$ cat src/rtl/chunked_max_streamer.sv
// Captures a frame when in_ready (IDLE), then emits one signed max/argmax per chunk on CHUNKS consecutive cycles.
// Latency: chunk 0 one cycle after acceptance; in_ready low while streaming, so the frame period is CHUNKS+1 cycles.
module chunked_max_streamer #(
    parameter int WIDTH           = 8,
    parameter int LANES           = 4,
    parameter int LANE_IDX_WIDTH  = 2,
    parameter int CHUNKS          = 4,
    parameter int CHUNK_IDX_WIDTH = 2
) (
    input  logic                             clk,
    input  logic                             rst,
    input  logic                             in_valid,
    output logic                             in_ready,
    input  logic [WIDTH*LANES*CHUNKS-1:0]    in_data,
    output logic                             out_enable,
    output logic signed [WIDTH-1:0]          out_max,
    output logic [LANE_IDX_WIDTH-1:0]        out_argmax,
    output logic [CHUNK_IDX_WIDTH-1:0]       out_chunk,
    output logic                             out_first,
    output logic                             out_last
);

    typedef enum logic {IDLE, STREAM} state_t;

    localparam logic [CHUNK_IDX_WIDTH-1:0] LAST_CHUNK = CHUNK_IDX_WIDTH'(CHUNKS - 1);
    localparam logic signed [WIDTH-1:0]    MOST_NEG   = {1'b1, {(WIDTH-1){1'b0}}};

    state_t                          state;
    state_t                          next_state;
    logic [WIDTH*LANES*CHUNKS-1:0]   frame;
    logic [CHUNK_IDX_WIDTH-1:0]      chunk_cnt;
    logic                            accept;
    logic                            last_chunk;
    logic signed [WIDTH-1:0]         lane_val [LANES];
    logic signed [WIDTH-1:0]         best_val;
    logic [LANE_IDX_WIDTH-1:0]       best_idx;

    assign in_ready   = (state == IDLE);
    assign accept     = in_valid && in_ready;
    assign last_chunk = (chunk_cnt == LAST_CHUNK);

    always_ff @(posedge clk or posedge rst) begin
        if (rst) begin
            state <= IDLE;
        end else begin
            state <= next_state;
        end
    end

    always_comb begin
        next_state = state;
        case (state)
            IDLE:    if (accept) next_state = STREAM;
            STREAM:  if (last_chunk) next_state = IDLE;
            default: next_state = IDLE;
        endcase
    end

    // Strict greater-than scanning upward keeps the lowest lane on ties.
    always_comb begin
        for (int l = 0; l < LANES; l++) begin
            lane_val[l] = frame[(int'(chunk_cnt) * LANES + l) * WIDTH +: WIDTH];
        end
        best_val = lane_val[0];
        best_idx = '0;
        for (int l = 1; l < LANES; l++) begin
            if (lane_val[l] > best_val) begin
                best_val = lane_val[l];
                best_idx = LANE_IDX_WIDTH'(l);
            end
        end
    end

    always_ff @(posedge clk or posedge rst) begin
        if (rst) begin
            frame      <= '0;
            chunk_cnt  <= '0;
            out_enable <= 1'b0;
            out_max    <= MOST_NEG;
            out_argmax <= '0;
            out_chunk  <= '0;
            out_first  <= 1'b0;
            out_last   <= 1'b0;
        end else if (state == STREAM) begin
            out_enable <= 1'b1;
            out_max    <= best_val;
            out_argmax <= best_idx;
            out_chunk  <= chunk_cnt;
            out_first  <= (chunk_cnt == '0);
            out_last   <= last_chunk;
            // Counter parks on the last chunk; only a new acceptance rewinds it.
            if (!last_chunk) begin
                chunk_cnt <= chunk_cnt + 1'b1;
            end
        end else begin
            out_enable <= 1'b0;
            out_first  <= 1'b0;
            out_last   <= 1'b0;
            if (accept) begin
                frame     <= in_data;
                chunk_cnt <= '0;
            end
        end
    end

endmodule

$ cat config.mk
export PLATFORM = sky130hd
export DESIGN_NAME = chunked_max_streamer
export DESIGN_NICKNAME = d
export VERILOG_FILES = /design/src/rtl/chunked_max_streamer.sv
export SDC_FILE = /design/constraint.sdc
export NUM_CORES = 1
export LEC_CHECK = 0
export BUFFER_PORTS_ARGS = -buffer_cell sky130_fd_sc_hd__buf_2
export CAP_MARGIN = 20
export CORE_ASPECT_RATIO = 1.4
export CORE_MARGIN = 4
export CORE_UTILIZATION = 45
export CTS_BUF_LIST = sky130_fd_sc_hd__clkbuf_8
export DETAILED_ROUTE_END_ITERATION = 6
export GPL_TIMING_DRIVEN = 1
export PLACE_DENSITY_LB_ADDON = 0.2
export SLEW_MARGIN = 15
export SYNTH_ARGS = -nofsm -noshare
export SYNTH_HDL_FRONTEND = slang
export SYNTH_SLANG_ARGS = --single-unit
export TNS_END_PERCENT = 30
$ cat constraint.sdc
create_clock -name clk -period 8.7 [get_ports clk]
set_input_delay 1.74 -clock clk [delete_from_list [all_inputs] [get_ports clk]]
set_output_delay 1.74 -clock clk [all_outputs]
set_load 0.03 [all_outputs]
==> metrics.cfg, run 1 <==
[run_status]
status = completed

[clock_tree]
clk_latency_ns = 0.45
cts_buffers = 17
hold_buffers = 0
htreeDepth = 4
postCtsSetupBuffers = 0
ctsRootBufferMaster = clkbuf_8
clock_tree.buffer_depth = 2
cts_tree = yes
cts.sinks = 146
path_clk_slew_ns = 0.08
cts-resized-gates = 0

[timing]
max_freq_ghz = 0.1281
skew_ns = 0.01268
fin_crit_ns = 7.804
period_share_pct = 89.70
fin_setup_tns_ns = 0
finalSetupViolCount = 0
slew_violations = 0
timing.hold.ws_ns = 0.5061
tightest_slew_ns = 0.9025
hold_violations = 0
rsz0062_at_grt = no
slew_headroom_pct = 39.83

[synthesis]
synth_area_leader_cell = dfrtp_1
synth_top_area_share_pct = 49.56
synth.avg_cell_area_um2 = 13.48
netlist_area_mm2 = 0.007322
async_flop_share_pct = 100.0
synth_top_cells_by_count = dfrtp_1 (145), mux2_2 (133), mux4_2 (32)
synth_top_family_by_area = multiplexers
synth_adder_area_share_pct = 4.101
synth_area_leaders = dfrtp_1 (50%), mux2_2 (20%), mux4_2 (9.8%), ha_1 (4.1%), o21ai_0 (1.6%)
yosysMostFrequentCell = dfrtp_1
synth_xor_area_share_pct = 0
syn-num-nets = 698
synth-compound-area-share_pct = 8.527
syn_inst = 543
synth_ff_type = dfrtp_1
synth_edf_count = 0
ys_seq_area_share_pct = 49.91
ys_types = 46
yosys.area_share.simple_pct = 4.118
ys_ff_latch = 146
yosysWarningCount = 0
muxShareOfSynthArea_pct = 30.30

[routing]
vias_per_cell = 5.590
totalWireLength_um = 17410
drtIter0Drc = 229
remaining_drc_errors = 0
vias = 4975
drtAntennaViolNets = 0
wl_per_cell_um = 19.57
dr.pass1.iters = 4

[floorplan]
dieArea_mm2 = 0.01840
start_util_pct = 46.31
rows = 54
core_area_mm2 = 0.01581
pin_count = 147
dieWidth_um = 115.8
die_y_um = 158.9

[worst_hold_path]
whs_path_depth = 1
hold_path.class = flop to flop

[setup_path]
cpPeakStageDelay_ns = 0.79
endpoint_kind = flop
crit_buf_inv = 1
critPathArrivalTime_ns = 8.14
crit_type = flop to flop
crit_slowest_cell = dfrtp_2
cp_max_fo = 19
cp_top_family = compound AO/OA/AOI/OAI gates
worst_setup_path_start_kind = flop
reg2regPathDepth = 25
cp.depth = 25
cp.required_ns = 9.03

[grt]
grt_max_degree = 77
grt_pass1_vias = 5593
track_usage_pct = 19.85
grt.overflow.total = 0
antenna_found_initial = 0
grt_pass1_wl_um = 28340

[layout]
nets = 838
layout.cells.non_filler = 890
seq_area_mm2 = 0.003657
multi_input_area_mm2 = 0.003452
fill_cells = 1396
syn_to_final_growth_pct = 16.87
fin_util_pct = 54.12
layout-drive-gt1-share_pct = 51.15
diodes = 0

[placed_design]
place.gp.congestion = 0.8805
dp_hpwl_um = 13080
dpl.cell_count = 860
portBuffers = 146

[job]
maxCapViolCount = 0

-- per-stage QoR --
step	area, um^2	setup WS [ns]
2_1_floorplan	7322	1.745
6_report	8557	0.8962
3_5_place_dp	8214	0.9227
3_3_place_gp	8214	1.070
5_1_grt	8557	0.1004
4_1_cts	8557	0.9047
-- path summary, 6_finish.rpt --
check / startpoint / endpoint / slack [ns]
max: chunk_cnt[0] / out_max[2] / 0.90
min: frame[74] / frame[74] / 0.51
max reg2reg: chunk_cnt[0] / out_max[2] / 0.90
min reg2reg: frame[74] / frame[74] / 0.51
max in group asynchronous: rst / chunk_cnt[0] / 5.87
min in group asynchronous: rst / frame[102] / 1.39
-- layout make-up --
type | count | share of cell area [%]
repair buffers | 151 | 8.978
inverters | 23 | 1.067
multi-input cells | 344 | 40.34
clock buffers | 19 | 3.056
clock inverters | 11 | 0.9504
well taps | 196 | 2.866
flip-flops and latches | 146 | 42.74
-- registers in the layout, summed over array words and instances, names as in the netlist --
name,flops
state,1
out_enable,1
out_chunk,2
out_max,8
out_first,1
out_argmax,2
chunk_cnt,2
frame,128
out_last,1
-- kinds of logic after synthesis --
| group | Yosys count |
|---|---|
| AO/OA/AOI/OAI | 91 |
| adder cells (fa/ha/maj) | 24 |
| flip-flops | 146 |
| AND/OR/NAND/NOR | 64 |
| multiplexers | 165 |
| buffers and inverters | 53 |
-- worst reg2reg max path, delay by kind of cell (launching register included) --
kind | cells | cell delay (ns)
buffers and inverters | 1 | 0.14
adders and majority gates | 3 | 0.82
AOI/OAI and AO/OA | 12 | 3.13
and+or+nand+nor | 8 | 2.18
DFF | 1 | 0.79
muxes | 1 | 0.62
-- per-layer routing --
layer	vias to the layer above	global-route usage [%]	share of wire, %
met5	-	0	0
met1	2511	23.08	39
met3	37	5.247	4.7
li1	2303	-	-
met4	0	7.810	3.2
met2	124	34.39	53
-- cells in the final DEF, fill, tap and decap left out, types with 3 or more instances in the layout --
| cell | instances |
|---|---|
| a21o_1 | 4 |
| a21oi_1 | 13 |
| ha_1 | 24 |
| nand2_1 | 13 |
| nor2_1 | 21 |
| dfrtp_1 | 143 |
| or2_1 | 4 |
| inv_1 | 22 |
| o21a_1 | 4 |
| mux2_2 | 133 |
| buf_2 | 146 |
| mux4_2 | 32 |
| o31ai_1 | 7 |
| a31o_1 | 6 |
| o21ai_0 | 24 |
| buf_4 | 5 |
| nor2b_1 | 7 |
| inv_6 | 5 |
| clkbuf_8 | 19 |
| a221oi_1 | 3 |
| o21ai_1 | 9 |
| nand3_1 | 10 |
Power of run 1 is not shown: default switching activity piles up to over one toggle a cycle in this logic, so the estimate is an artifact.
==> run 2: changes to the inputs <==
ABC_AREA = 1   (was not set)
CTS_BUF_LIST = sky130_fd_sc_hd__clkbuf_8 sky130_fd_sc_hd__clkbuf_16   (was sky130_fd_sc_hd__clkbuf_8)
==> run 2 against run 1 <==
  * Register-to-register slack gained 1.6 ns
  * Clock-buffer cell count stayed put
  * Routed wire length increased by 4.6%
  * Flip-flop and latch count is the same
  * Die area rose by 0.42%
  * Critical path depth up 15
  * Non-clock buffer count grew 1
  * First-iteration DRC count is 33% higher
  * Utilization increased by 0.81 points
  * Synthesized cell count rose by 30%
  * Hold slack got worse by 0.037 ns
  * Largest cell class unchanged
==> metrics.cfg, run 2 <==
[run_status]
status = completed

[layout]
largest_reg_flops = 128  ; unchanged
reg_top3 = frame: 128 flops, out_max: 8 flops
mostFrequentLayoutCells = buf_2 (146), dfrtp_1 (144), mux2_2 (126), nand2_1 (113), o21ai_0 (58)
layout_commonest_cell = buf_2
diodes = 0  ; unchanged
top_register = frame
fill_cells = 1450  ; +3.9%
nets = 993  ; +18%
layout-drive-gt1-share_pct = 39.01  ; -12 points
syn_to_final_growth_pct = 20.28

[routing]
vias_per_cell = 5.284  ; -5.5%
drtAntennaViolNets = 0  ; unchanged
wl_per_cell_um = 17.35  ; -11%
vias = 5548  ; +12%
totalWireLength_um = 18210  ; +4.6%
dr.pass1.iters = 4  ; unchanged
remaining_drc_errors = 0  ; unchanged
drtIter0Drc = 305  ; +33%

[clock_tree]
cts_tree = yes
path_clk_slew_ns = 0.06  ; -0.02 ns
cts_buffers = 17  ; unchanged
clk_latency_ns = 0.42  ; -0.03 ns
postCtsSetupBuffers = 0  ; unchanged
cts.sinks = 146  ; unchanged
hold_buffers = 0  ; unchanged
clock_tree.buffer_depth = 2  ; unchanged
htreeDepth = 4  ; unchanged
cts-resized-gates = 0  ; unchanged
ctsRootBufferMaster = clkbuf_16

[synthesis]
yosys.area_share.simple_pct = 13.56  ; +9.4 points
synth_ff_type = dfrtp_1
ys_types = 37  ; -20%
syn_inst = 705  ; +30%
synth.avg_cell_area_um2 = 10.43  ; -23%
synth_top_family_by_area = multiplexers
netlist_area_mm2 = 0.007355  ; +0.44%
muxShareOfSynthArea_pct = 19.29  ; -11 points
async_flop_share_pct = 100.0  ; unchanged
synth_top_cells_by_count = dfrtp_1 (145), mux2_2 (126), nand2_1 (114)
synth_adder_area_share_pct = 4.083  ; -0.018 points
synth_xor_area_share_pct = 0  ; unchanged
yosysWarningCount = 0  ; unchanged
ys_ff_latch = 146  ; unchanged
synth_top_area_share_pct = 49.34  ; -0.22 points
synth_area_leaders = dfrtp_1 (49%), mux2_2 (19%), nand2_1 (5.8%), ha_1 (4.1%), o21ai_0 (3.9%)
synth_edf_count = 0  ; unchanged
synth-compound-area-share_pct = 8.915  ; +0.39 points
syn-num-nets = 860  ; +23%
synth_area_leader_cell = dfrtp_1
ys_seq_area_share_pct = 49.69  ; -0.22 points
yosysMostFrequentCell = dfrtp_1

[timing]
worst_slack_ns = 2.471  ; +1.575 ns
finalSetupViolCount = 0  ; unchanged
hold_violations = 0  ; unchanged
skew_ns = 0.01691  ; +0.004231 ns
rsz0062_at_grt = no
max_freq_ghz = 0.1605  ; +25%
slew_headroom_pct = 37.24  ; -2.6 points
tightest_slew_ns = 0.9414  ; +0.03890 ns
slew_violations = 0  ; unchanged
fin_setup_tns_ns = 0  ; unchanged
fin_crit_ns = 6.229  ; -1.575 ns
period_share_pct = 71.60  ; -18 points

[worst_hold_path]
hold_path.class = flop to flop
holdPathEnd = out_max[2]
whs_path_depth = 2  ; +1
worstHoldStart = out_max[2]

[setup_path]
endpoint_kind = flop
crit_type = flop to flop
worst_setup_path_start_kind = flop
worstReg2RegEnd = out_max[0]
critPathArrivalTime_ns = 6.58  ; -1.56 ns
r2r_setup_slack_ns = 2.47  ; +1.57 ns
cp_max_fo = 53  ; +34
cpPeakStageDelay_ns = 0.49  ; -0.30 ns
crit_slowest_cell = buf_4
cp.required_ns = 9.06  ; +0.03 ns
reg2regPathDepth = 40  ; +60%
r2r-start = chunk_cnt[0]
crit_top_cell = nand2_1

[grt]
antenna_found_initial = 0  ; unchanged
grt.overflow.total = 0  ; unchanged
grt_pass1_wl_um = 29890  ; +5.5%
track_usage_pct = 20.54  ; +0.69 points
grt_max_degree = 79  ; +2.6%
grt_pass1_vias = 5832  ; +4.3%

[floorplan]
dieArea_mm2 = 0.01848  ; +0.42%
start_util_pct = 45.67  ; -0.64 points
die_y_um = 159.3  ; +0.21%
pin_count = 147  ; unchanged
dieWidth_um = 116.0  ; +0.21%
rows = 55  ; +1.9%
core_area_mm2 = 0.01610  ; +1.9%

[placed_design]
dp_hpwl_um = 13360  ; +2.1%
portBuffers = 146  ; unchanged
preCtsSetupSlack_ns = 2.476  ; +1.554 ns
place.gp.congestion = 0.8779  ; -0.30%

[job]
maxCapViolCount = 0  ; unchanged

[run 2: critical path: cells and delay by family, from the launching register on]
| kind | cells | cell delay (ns) |
|---|---|---|
| AOI/OAI and AO/OA | 7 | 1.16 |
| buffers and inverters | 8 | 1.27 |
| DFF | 1 | 0.40 |
| adders and majority gates | 3 | 0.86 |
| and+or+nand+nor | 22 | 2.42 |
[run 2: worst max-delay path by stage]
stage,from,end,slack [ns],cells past startpoint
final,chunk_cnt[0],out_max[0],2.47,40
after global routing,chunk_cnt[0],out_max[0],1.75,38
after CTS,chunk_cnt[0],out_max[0],2.44,38
after global placement,chunk_cnt[0],out_max[0],2.72,40
after detailed placement,chunk_cnt[0],out_argmax[0],2.48,35
after floorplan,rst,chunk_cnt[0],3.04,1
[run 2: cells by family (layout without fill, tap and decap cells)]
logic type               Yosys count  count (layout)
multiplexers                     126             126
buffers and inverters             76             222
flip-flops                       146             146
adder cells (fa/ha/maj)           24              24
AND/OR/NAND/NOR                  221             221
AO/OA/AOI/OAI                    112             112
[run 2: area by class of cell]
| class | instances | area, um^2 | area share [%] |
|---|---|---|---|
| clock buffer | 19 | 452.9 | 5.120 |
| clock inverter | 13 | 157.7 | 1.782 |
| inverter | 38 | 155.1 | 1.754 |
| multi-input combinational | 483 | 3379 | 38.20 |
| sequential | 146 | 3656 | 41.33 |
| tap | 199 | 249.0 | 2.815 |
| timing repair buffer | 152 | 795.8 | 8.996 |
[run 2: through the flow]
stage	hold slack, ns	instances	area [um^2]	util [%]
floorplan	0.4134	705	7355	-
global placement	0.4597	1017	8208	50.97
detailed placement	0.4628	1017	8208	50.97
CTS	0.4779	1049	8818	54.76
global route	0.5003	1050	8846	54.93
finish	0.4694	1050	8846	54.93
[run 2: layer usage]
metal / up-vias / global-route usage [%] / routed length (um)
met2: 145 / 36.33 / 10010
met3: 19 / 4.449 / 883
met1: 2689 / 24.65 / 7080
met4: 0 / 6.174 / 238
li1: 2695 / - / -
met5: - / 0 / 0
Power of run 2 is left out for the same reason.
